--- src/rtl/io_bridge.sv ---
// CPU-side bridge that stalls accesses to the slow I/O page and runs a
// request/acknowledge handshake with timeout; all other addresses pass through to RAM.
module io_bridge #(
   parameter logic [3:0] IO_PAGE = 4'hD,
   parameter logic [7:0] TIMEOUT = 8'd255
) (
   input  logic        clk,
   input  logic        RST,
   input  logic [15:0] AB,
   input  logic        WE,
   input  logic [7:0]  DO,
   input  logic [7:0]  RAM_DI,
   output logic [7:0]  DI,
   output logic        RDY,
   output logic        io_req,
   output logic        io_we,
   output logic [11:0] io_addr,
   output logic [7:0]  io_wdata,
   input  logic        io_ack,
   input  logic [7:0]  io_rdata,
   output logic        bus_err
);

   typedef enum logic [1:0] {
      ST_IDLE = 2'd0,
      ST_REQ  = 2'd1,
      ST_DONE = 2'd2
   } state_e;

   state_e      state_q, state_d;
   logic        io_req_q, io_req_d;
   logic        io_we_q, io_we_d;
   logic [11:0] io_addr_q, io_addr_d;
   logic [7:0]  io_wdata_q, io_wdata_d;
   logic [7:0]  io_data_q, io_data_d;
   logic        sel_io_q, sel_io_d;
   logic [7:0]  cnt_q, cnt_d;
   logic        bus_err_q, bus_err_d;
   logic        io_sel_s;
   logic        rdy_s;

   assign io_sel_s = (AB[15:12] == IO_PAGE);

   always_comb begin
      state_d    = state_q;
      io_req_d   = io_req_q;
      io_we_d    = io_we_q;
      io_addr_d  = io_addr_q;
      io_wdata_d = io_wdata_q;
      io_data_d  = io_data_q;
      sel_io_d   = sel_io_q;
      cnt_d      = cnt_q;
      bus_err_d  = bus_err_q;
      rdy_s      = 1'b0;
      case (state_q)
         ST_IDLE: begin
            rdy_s = !io_sel_s;
            if (io_sel_s) begin
               state_d    = ST_REQ;
               io_addr_d  = AB[11:0];
               io_we_d    = WE;
               io_wdata_d = DO;
               io_req_d   = 1'b1;
               cnt_d      = 8'd0;
            end else begin
               sel_io_d = 1'b0;
            end
         end
         ST_REQ: begin
            cnt_d = cnt_q + 8'd1;
            // An acknowledge arriving on the last allowed cycle still beats the timeout.
            if (io_ack) begin
               if (!io_we_q) begin
                  io_data_d = io_rdata;
               end else begin
                  io_data_d = io_data_q;
               end
               io_req_d = 1'b0;
               state_d  = ST_DONE;
            end else if (cnt_q == (TIMEOUT - 8'd1)) begin
               io_data_d = 8'hFF;
               bus_err_d = 1'b1;
               io_req_d  = 1'b0;
               state_d   = ST_DONE;
            end else begin
               state_d = ST_REQ;
            end
         end
         ST_DONE: begin
            rdy_s    = 1'b1;
            sel_io_d = 1'b1;
            state_d  = ST_IDLE;
         end
         default: begin
            state_d = ST_IDLE;
         end
      endcase
   end

   always_ff @(posedge clk) begin
      if (RST) begin
         state_q    <= ST_IDLE;
         io_req_q   <= 1'b0;
         io_we_q    <= 1'b0;
         io_addr_q  <= 12'h000;
         io_wdata_q <= 8'h00;
         io_data_q  <= 8'h00;
         sel_io_q   <= 1'b0;
         cnt_q      <= 8'd0;
         bus_err_q  <= 1'b0;
      end else begin
         state_q    <= state_d;
         io_req_q   <= io_req_d;
         io_we_q    <= io_we_d;
         io_addr_q  <= io_addr_d;
         io_wdata_q <= io_wdata_d;
         io_data_q  <= io_data_d;
         sel_io_q   <= sel_io_d;
         cnt_q      <= cnt_d;
         bus_err_q  <= bus_err_d;
      end
   end

   assign RDY      = rdy_s;
   assign DI       = sel_io_q ? io_data_q : RAM_DI;
   assign io_req   = io_req_q;
   assign io_we    = io_we_q;
   assign io_addr  = io_addr_q;
   assign io_wdata = io_wdata_q;
   assign bus_err  = bus_err_q;

endmodule
--- config.mk ---
export PLATFORM = sky130hd
export DESIGN_NAME = io_bridge
export DESIGN_NICKNAME = d
export VERILOG_FILES = /design/src/rtl/io_bridge.sv
export SDC_FILE = /design/constraint.sdc
export NUM_CORES = 1
export LEC_CHECK = 0
export BUFFER_PORTS_ARGS = -buffer_cell sky130_fd_sc_hd__buf_2
export CAP_MARGIN = 30
export CORE_MARGIN = 3
export CORE_UTILIZATION = 32
export DETAILED_ROUTE_END_ITERATION = 6
export GPL_TIMING_DRIVEN = 0
export PLACE_DENSITY = 0.65
export SKIP_CTS_REPAIR_TIMING = 1
export SYNTH_ARGS = -nofsm -noshare
export SYNTH_HDL_FRONTEND = slang
export SYNTH_SLANG_ARGS = --single-unit
--- constraint.sdc ---
create_clock -name clk -period 1.8 [get_ports clk]
set_clock_uncertainty 0.1 [all_clocks]
set_input_delay 0.36 -clock clk [delete_from_list [all_inputs] [get_ports clk]]
set_output_delay 0.36 -clock clk [all_outputs]
set_load 0.005 [all_outputs]
==> out/qor.yml <==
status: "complete, no violations"
swShare: 0.198
leakagePower_nw: 1.05
cts_buffers: 5
grt_use_total: 0.134
ys_seq_area_frac: 0.473
fin_ws_ns: 0.104
hpwl_um: 3240
cp_data_required_time_ns: 1.34
async_flop_share: 0
hold_viol_final: 0
finalSetupViolCount: 0
io_buffers: 75
die_w_um: 80.5
grt_pass1_vias: 1536
via_count: 1624
ant_nets: 0
row_count: 26
internal-power_mw: 1.61
p_clk_frac: 0.452
relSlewSlack: 0.671
power_mw: 2.01
finalMaxSlewViolations: 0
syn_area_um2: 1780
cts-root-buf: "clkbuf_8"
comb_power_share: 0.074
ys.flop_type: "dfxtp_1"
ioPinCount: 76
initial_core_util: 0.339
dieHeight_um: 80.5
ir_worst_vdd_mv: 0.707
pre_cts_ws_ns: 0.0263
hold_class: "in2reg"
grt_first_pass_wirelength_um: 6890
gp_congestion: 0.804
synth_top_family_by_area: "simple AND/OR/NAND/NOR gates"
drive_above_1_share: 0.365
h-tree-depth: 2
totalWireLength_um: 4180
diodes: 0
synthAdderAreaFrac: 0.0141
grt.overflow.total: 0
antenna_found_initial: 0
place_inst: 351
dieArea_um2: 6490
viasPerCell: 4.54
path_class: "reg2out"
drv_cap: 0
synth.area.mux_share: 0.0507
layout_commonest_cell: "buf_2"
worstPathArrival_ns: 1.24
finish.net_count: 333
most-common-layout-cells: "78 x buf_2, 48 x nand2_1, 41 x dfxtp_1"
period_minus_slack_ns: 1.70
fmax_mhz: 590
finalNonFillerCells: 358
fin_crit_sh: 0.942
switching_power_uw: 399
crit_chain: "mux2_2 -> buf_2"
cts_tree: "built"
worst_hold_slack_ns: 0.195
synth_edf_count: 0
cp_max_fo: 9
yosysUniqueCellTypes: 35
grt_max_degree: 14
firstDrtPassIters: 4
yosys_register_bits: 42
power_density_nw_per_um2: 844
cp-end-kind: "primary output"
synthSimpleGateAreaFrac: 0.231
p_seq_frac: 0.474
drt-initial-drc-count: 54
drc: 0
slowest_stage: "dfxtp_2"
worstSkewPairLatency_ns: 0.29
cts.path.max_buffers: 2
synth_nets: 252
clock-sinks: 42
yosys_warnings: 0
syn2layout_area_growth_pct: 33.9
cp_slowest_stage_delay_ns: 0.46
avgSynthCellArea_um2: 8.63
startpoint_type: "flop"
synthCells: 206
path_clk_slew_ns: 0.08
synth_xor_area_frac: 0.00985
synth_compound_area_frac: 0.163
core_area_um2: 5240
rsz0062_at_grt: "false"
worstMarginPinSlew_ns: 0.494
avgRoutedWirePerCell_um: 11.7
finalSetupTns_ns: 0
-- synth_stat cells (3+ instances only) --
master     n  share of area
nand2_1   48           0.10
dfxtp_1   42           0.47
a21oi_1   27          0.076
nor2_1    16          0.034
inv_1     11          0.023
a211oi_1  10          0.042
mux2_2     8          0.051
clkbuf_1   6          0.013
nand3_1    4          0.011
buf_2      3         0.0084
-- area by class of cell --
type / instances / area (um^2)
plain buffers: 10 / 58.8
clock buffers: 6 / 82.6
clock inverters: 2 / 60.1
fillers: 539 / 2860
inverters: 11 / 41.3
multi-input cells: 142 / 833
flip-flops and latches: 42 / 842
well taps: 70 / 87.6
repair buffers: 75 / 375
-- worst paths after layout --
kind	from	endpoint	slack, ns	cells after the start
worst max register to register	cnt_q[3]	io_data_q[4]	0.27	4
worst min-delay path	DO[5]	io_wdata[5]	0.20	3
worst max-delay path	sel_io_q	DI[4]	0.10	2
worst min register to register	io_data_q[2]	io_data_q[2]	0.35	2
-- cells by family after synthesis --
family	after synthesis
AND/OR/NAND/NOR	83
adder cells (fa/ha/maj)	2
buffers and inverters	22
XOR/XNOR	2
flip-flops	42
multiplexers	8
AO/OA/AOI/OAI	47
-- through the flow --
stage	instance area (um^2)	util
after CTS	2380	0.455
after global placement	2240	0.428
after global routing	2380	0.455
final	2380	0.455
after detailed placement	2240	0.428
after floorplan	1780	-
-- power groups by stage --
| stage | combinational (mW) | sequential (mW) | clock (mW) |
|---|---|---|---|
| final | 0.149 | 0.953 | 0.909 |
| after global routing | 0.169 | 0.955 | 0.973 |
| after CTS | 0.152 | 0.952 | 0.927 |
| after detailed placement | 0.151 | 0.974 | 0 |
| after global placement | 0.150 | 0.974 | 0 |
| after floorplan | 0.0650 | 0.974 | 0 |
-- registers in the layout, summed over array words and instances (netlist names) --
signal / cells
io_we: 1
io_addr: 12
cnt_q: 8
sel_io_q: 1
io_data_q: 8
io_req: 1
state_q: 2
bus_err: 1
io_wdata: 8
-- worst max-delay path, delay by kind of cell, from the launching register on --
kind                   cells  cell delay [ns]
flip-flops                 1             0.46
multiplexers               1             0.36
buffers and inverters      1             0.13
-- per-layer routing --
metal	GRT usage	routed length [um]	up-vias
met4	0.0405	45	0
met5	0	0	-
met3	0.0359	350	7
li1	-	-	856
met1	0.166	1920	702
met2	0.227	1870	59
No activity file was read; power rests on OpenSTA's default activity.
